## src/rtl/pair_product_scan.sv

```systemverilog
// Generator consumer: pulls (a, b) pairs from a source, accumulates sum(a*b) and
// yields (sum, count) every STRIDE pairs plus a final partial when the source ends.
module pair_product_scan #(
  parameter int WIDTH  = 32,
  parameter int STRIDE = 4
) (
  input  logic             _clock,
  input  logic             _reset,
  input  logic             _start,
  input  logic [WIDTH-1:0] n,
  input  logic             _ready,
  output logic             _valid,
  output logic             _done,
  output logic [WIDTH-1:0] _out0,
  output logic [WIDTH-1:0] _out1,
  output logic [WIDTH-1:0] _src_n,
  output logic             _src_start,
  output logic             _src_ready,
  input  logic             _src_valid,
  input  logic             _src_done,
  input  logic [WIDTH-1:0] _src_out0,
  input  logic [WIDTH-1:0] _src_out1
);

  localparam int unsigned PW = $clog2(STRIDE + 1);

  typedef enum logic [1:0] {IDLE, PULL, DONE} state_e;

  state_e           state_q;
  logic             valid_q, done_q, src_start_q;
  logic [WIDTH-1:0] out0_q, out1_q, src_n_q;
  logic [WIDTH-1:0] acc_q, cnt_q, acc_d, cnt_d;
  logic [PW-1:0]    phase_q, phase_d, phase_inc;
  logic [WIDTH-1:0] product_c;
  logic             advance_c, src_ready_c, accept_c, full_c, finish_c, partial_c;

  // Accept/emit decisions for this cycle; nothing moves while a result is stalled.
  always_comb begin
    advance_c   = _ready || !valid_q;
    src_ready_c = (state_q == PULL) && advance_c && !src_start_q;
    accept_c    = _src_valid && src_ready_c;
    product_c   = WIDTH'($signed(_src_out0) * $signed(_src_out1));
    phase_inc   = phase_q + PW'(1);
    acc_d       = acc_q;
    cnt_d       = cnt_q;
    phase_d     = phase_q;
    full_c      = 1'b0;
    if (accept_c) begin
      acc_d = acc_q + product_c;
      cnt_d = cnt_q + WIDTH'(1);
      if (phase_inc == PW'(STRIDE)) begin
        full_c  = 1'b1;
        phase_d = '0;
      end else begin
        phase_d = phase_inc;
      end
    end
    // A stale done from the previous run is ignored during the launch cycle.
    finish_c  = src_ready_c && _src_done;
    partial_c = finish_c && (phase_d != '0);
  end

  always_ff @(posedge _clock) begin
    if (_start) begin
      state_q     <= PULL;
      src_n_q     <= n;
      src_start_q <= 1'b1;
      acc_q       <= '0;
      cnt_q       <= '0;
      phase_q     <= '0;
      valid_q     <= 1'b0;
      done_q      <= 1'b0;
    end else if (_reset) begin
      state_q     <= IDLE;
      src_n_q     <= '0;
      src_start_q <= 1'b0;
      acc_q       <= '0;
      cnt_q       <= '0;
      phase_q     <= '0;
      valid_q     <= 1'b0;
      done_q      <= 1'b0;
      out0_q      <= '0;
      out1_q      <= '0;
    end else begin
      done_q      <= 1'b0;
      src_start_q <= 1'b0;
      acc_q       <= acc_d;
      cnt_q       <= cnt_d;
      phase_q     <= phase_d;
      if (_ready) valid_q <= 1'b0;
      if (full_c || partial_c) begin
        out0_q  <= acc_d;
        out1_q  <= cnt_d;
        valid_q <= 1'b1;
      end
      case (state_q)
        PULL: if (finish_c) state_q <= DONE;
        DONE: begin
          // Finish only once the last result has been taken by the caller.
          if (!valid_q && _ready) begin
            done_q  <= 1'b1;
            state_q <= IDLE;
          end
        end
        default: ;
      endcase
    end
  end

  assign _valid     = valid_q;
  assign _done      = done_q;
  assign _out0      = out0_q;
  assign _out1      = out1_q;
  assign _src_n     = src_n_q;
  assign _src_start = src_start_q;
  assign _src_ready = src_ready_c;

endmodule

```

## config.mk

```make
export PLATFORM = sky130hd
export DESIGN_NAME = pair_product_scan
export DESIGN_NICKNAME = d
export VERILOG_FILES = /design/src/rtl/pair_product_scan.sv
export SDC_FILE = /design/constraint.sdc
export NUM_CORES = 2
export LEC_CHECK = 0
export CORE_UTILIZATION = 25
export CTS_CLUSTER_DIAMETER = 30
export DETAILED_ROUTE_END_ITERATION = 7
export PLACE_DENSITY = 0.41
export RECOVER_POWER = 25
export SLEW_MARGIN = 20
export SYNTH_ARGS = -nofsm -noshare
export SYNTH_HDL_FRONTEND = slang
export SYNTH_SLANG_ARGS = --single-unit
```

## constraint.sdc

```tcl
create_clock -name _clock -period 13.8 [get_ports _clock]
set_clock_uncertainty 0.1 [all_clocks]
set_input_delay 1.38 -clock _clock [delete_from_list [all_inputs] [get_ports _clock]]
set_output_delay 1.38 -clock _clock [all_outputs]
set_load 0.01 [all_outputs]
```

* Yosys cells after proc, flatten, opt, wreduce, memory -nomap -nowiden
Cells that the tools add are included.
** Word-level totals
- Word-level logic and storage cells :: 63
- Register bits after elaboration :: 168
- Input port bits :: 102
** Operators by class
- Bitwise gates (word level) :: 2
- Equal/unequal tests :: 7
- Multiplexer cells :: 18
- Reductions and logical operators :: 21
- $add $sub $neg :: 3
- Multipliers :: 1
** Operator list (number)
- $mux W32 :: 6
- $add A32 B1 Y32 const B :: 1
- $add A32 B32 Y32 :: 1
- $mul A32 B32 Y32 :: 1
- $reduce_bool A2 Y1 :: 4
- $mux W1 :: 7
- $logic_and A1 B1 Y1 :: 6
- $mux W3 :: 2
- $ne A3 B3 Y1 const B :: 2
- $reduce_and A3 Y1 :: 2
- $reduce_bool A3 Y1 :: 2
- $mux W2 :: 2
- $ne A2 B2 Y1 const B :: 2
- $pmux W2 S2 :: 1
- $add A3 B1 Y3 const B :: 1
- $eq A3 B3 Y1 const B :: 1
- $reduce_or A3 Y1 :: 1
- $eq A2 B1 Y1 const B :: 1
- $eq A2 B2 Y1 const B :: 1
- $logic_not A1 Y1 :: 2
- $logic_or A1 B1 Y1 :: 2
- $not A1 Y1 :: 2
- $reduce_and A2 Y1 :: 1
- $reduce_or A2 Y1 :: 1

* Longest topological paths before layout
- Depth in word-level cells :: 11
- Mapped depth :: 28
- Mapped depth without buffers :: 26

* Least setup slack after synthesis
Ideal clock, no wire load.
- Kind :: input -> register
- Start point :: input port _src_out1[3]
- End point :: register out0_q[29], in the netlist _out0[29], data pin
- Setup slack :: 5.594 ns
- Required time :: 13.434 ns
- Arrival time :: 7.840 ns
- Library setup time :: 0.266 ns
- Cell stages on the path :: 25
- Cells stage by stage :: clkbuf_1 -> clkbuf_1 -> and2_1 -> fa_1 -> fa_1 -> inv_1 -> fa_1 -> fa_1 -> inv_1 -> fa_1 -> fa_1 -> fa_1 -> inv_1 -> fa_1 -> inv_1 -> ha_1 -> a21oi_1 -> o21ai_0 -> a221oi_1 -> a21bo_2 -> a211oi_1 -> o31a_1 -> xnor2_1 -> mux2i_1 -> nor2_1
** On the way
- Cells in the longest elaborated chain, start to end :: 4
** RTL lines
- from (decl) :: line 22 : input logic [WIDTH-1:0] _src_out1
- $mul A32 B32 Y32 :: line 42 : product_c = WIDTH'($signed(_src_out0) * $signed(_src_out1));
- $add A32 B32 Y32 :: line 49 : acc_d = acc_q + product_c;
- $mux W32 :: line 48 : if (accept_c) begin
- $mux W32 :: line 91 : if (full_c || partial_c) begin
- to (signal assigned) :: line 82 : out0_q <= '0;
- to (signal assigned) :: line 92 : out0_q <= acc_d;
- to (decl) :: line 31 : logic [WIDTH-1:0] out0_q, out1_q, src_n_q;
No other way between the ends. The select of a mux whose other input is x is not followed.
A chain may end at the register's enable or synchronous reset.

* Final worst setup path
- Start point :: input port _src_out1[12]
- End point :: register out0_q[30], in the netlist _out0[30], data pin
The elaborated chain is that of the path after synthesis.

==> run summary <==
Mapped Cells -> 2454
HP Class -> reg2reg
DP HPWL -> 56.43 mm
worst rel slew slack -> -160.1%
WP data arrival -> 9.26 ns
final setup fails -> 0
initial antenna violation count -> 1
Sink Count -> 168
Final Hold Vio Count -> 0
CTS tree -> done
post-synth cell types -> 58
# port buffers -> 201
Clock Path Buffers -> 2
Post-Syn Nets -> 3149
post-DR wirelength/cell -> 18.54 microns
Die W -> 308.5 microns
worst skew pair latency -> 0.44 ns
Final period util -> 66.55%
core area -> 0.09319 sq mm
async set or reset register ratio after synthesis -> 0%
fillers -> 9882
critical path class -> in2reg
GRT overflow -> 0
pins over their slew limit -> 78
fraction of layout cells with a size suffix above 1 -> 2.965%
register area share after synthesis -> 18.42%
Post-synth top flop -> edfxtp_1
DR pass1 iterations -> 8
DRC viols -> 0
Critical Path RT -> 13.87 ns
Resize count post-CTS -> 0
Max Freq -> 0.1089 GHz
DR iter-0 viols -> 677
number of flops mapped to enable cells by yosys -> 96
vias in the first global route -> 18.00k
height of the chip -> 308.5 microns
htree depth -> 4
Clock transition at path regs -> 0.07 ns
Post-CTS Hold Fix Bufs -> 0
DR vias -> 16.38k
number of max-cap violations -> 1
worst slew pin tran -> 3.902 ns
crit-path max FO -> 20
Ys Warns -> 0
RSZ-0062 raised after global routing -> false
synthesized area per cell -> 9.569 sq um
clock root buffer -> clkbuf_16
mapped cell area -> 0.02348 sq mm
pin count of the biggest net entering global routing -> 78
synthesis-stage register bit count -> 168
Period minus WS final -> 9.184 ns
first-pass GRT wire length -> 112.1 mm
setup TNS -> 0 ns
Worst R2R Setup Slack -> 6.61 ns
Crit. End Element -> flop
Startpoint Class -> input port
number of post-CTS setup repair buffers -> 0
outcome -> finished, violations left
area grow syn2layout -> 16.60%
vias per std cell -> 4.251
post-layout net count -> 3279
Tot GR Track Use -> 15.62%
Post-DRT Antenna Nets -> 0
Die ar. -> 0.09515 sq mm
CTS buffer count -> 17
Initial Util -> 25.20%
gpl congestion -> 0.7975
violated checks -> max-capacitance violations, max-slew violations
Total Wirelength -> 71.45 mm
io pins -> 202
# rows -> 112
==> final timing paths <==
check / start / to / depth (start not counted)
worst min-delay path: phase_q[1]$_SDFF_PP0_ / phase_q[1]$_SDFF_PP0_ / 2
worst max register to register: acc_q[20]$_SDFF_PP0_ / acc_q[27]$_SDFF_PP0_ / 22
worst max-delay path: _src_out1[12] / _out0[30]$_SDFFCE_PP0P_ / 26
worst min register to register: phase_q[1]$_SDFF_PP0_ / phase_q[1]$_SDFF_PP0_ / 2
==> layer usage <==
metal | vias to the layer above | track usage (%) | wire length, microns
li1 | 7535 | - | -
met4 | 0 | 2.569 | 903
met3 | 35 | 2.020 | 2037
met1 | 8579 | 21.14 | 32750
met2 | 230 | 26.81 | 35760
met5 | - | 0 | 0
==> Yosys cell counts (all sizes together) (3+ instances only) <==
library cell | count | area share [%]
a211oi | 9 | 0.31
a21o | 14 | 0.45
a21oi | 43 | 0.92
a221oi | 3 | 0.11
and2 | 354 | 9.4
and3 | 6 | 0.16
buf | 5 | 0.096
clkbuf | 110 | 1.8
dfxtp | 72 | 6.1
edfxtp | 96 | 12
fa | 438 | 37
ha | 155 | 8.3
inv | 524 | 8.4
mux2i | 8 | 0.34
nand2 | 274 | 4.4
nand2b | 4 | 0.11
nand3 | 12 | 0.26
nand4 | 13 | 0.40
nor2 | 95 | 1.5
nor2b | 17 | 0.48
nor3 | 33 | 0.72
o21a | 4 | 0.13
o21ai | 15 | 0.32
o311ai | 3 | 0.11
or4 | 3 | 0.096
xnor2 | 70 | 2.6
xor2 | 42 | 1.6
==> final cells by class <==
| cell class | instances | area (sq um) | share of cell area, % |
|---|---|---|---|
| sequential | 168 | 4324 | 15.79 |
| inverter | 525 | 1971 | 7.198 |
| clock buffer | 20 | 479.2 | 1.750 |
| timing repair buffer | 226 | 2153 | 7.865 |
| clock inverter | 12 | 133.9 | 0.4890 |
| tap | 1254 | 1569 | 5.731 |
| multi-input combinational | 1646 | 16740 | 61.16 |
| antenna | 2 | 5.005 | 0.01828 |
==> cell families after synthesis <==
logic type | share of synthesized area [%]
DFF | 18.42
muxes | 0.3410
buffers and inverters | 10.25
adders and majority gates | 45.60
and+or+nand+nor | 17.97
xor gates and xnor gates | 4.369
AOI/OAI and AO/OA | 3.053
==> critical path, stage by stage <==
cell	delay, ns
clkdlybuf4s50_1	1.00
and2_1	0.42
fa_1	0.50
inv_1	0.05
fa_1	0.46
fa_1	0.54
inv_1	0.05
fa_1	0.49
inv_1	0.05
fa_1	0.53
inv_1	0.05
fa_1	0.45
fa_1	0.49
inv_1	0.05
fa_1	0.50
inv_1	0.05
ha_1	0.38
and4_1	0.24
nand3_1	0.14
o31ai_1	0.24
a41oi_1	0.07
o21ai_1	0.19
a21oi_1	0.19
o21ai_0	0.42
mux2i_1	0.23
o31ai_1	0.08
==> metrics by stage <==
stage          std cells  setup slack (ns)  cell area (sq um)  hold slack (ns)  utilization (%)
3_5_place_dp        3819             3.998              26800           0.3684            28.76
2_1_floorplan       2454             5.594              23480           0.3496                -
4_1_cts             3851             4.475              27410           0.3778            29.42
3_3_place_gp        3819             4.137              26800           0.3645            28.76
5_1_grt             3851             4.186              27370           0.4074            29.37
6_report            3853             4.617              27380           0.3784            29.38
==> registers in the layout (all words and copies together) (netlist names), 2 cells and up <==
name	cells
state_q	2
_out0	32
phase_q	3
_src_n	32
acc_q	32
_out1	32
cnt_q	32
==> layout by cell type, fill, tap and decap left out, types with 53 or more instances in the layout <==
master           Yosys  final
nor2_1              95     94
edfxtp_1            96     96
clkdlybuf4s50_1      0    139
dfxtp_1             72     72
ha_1               155    155
fa_1               438    438
dlygate4sd3_1        0     53
nand2_1            274    274
inv_1              524    524
and2_1             353    332
xnor2_1             70     70
Power is not shown: default switching activity piles up to over one toggle a cycle in this logic, so the estimate is an artifact.
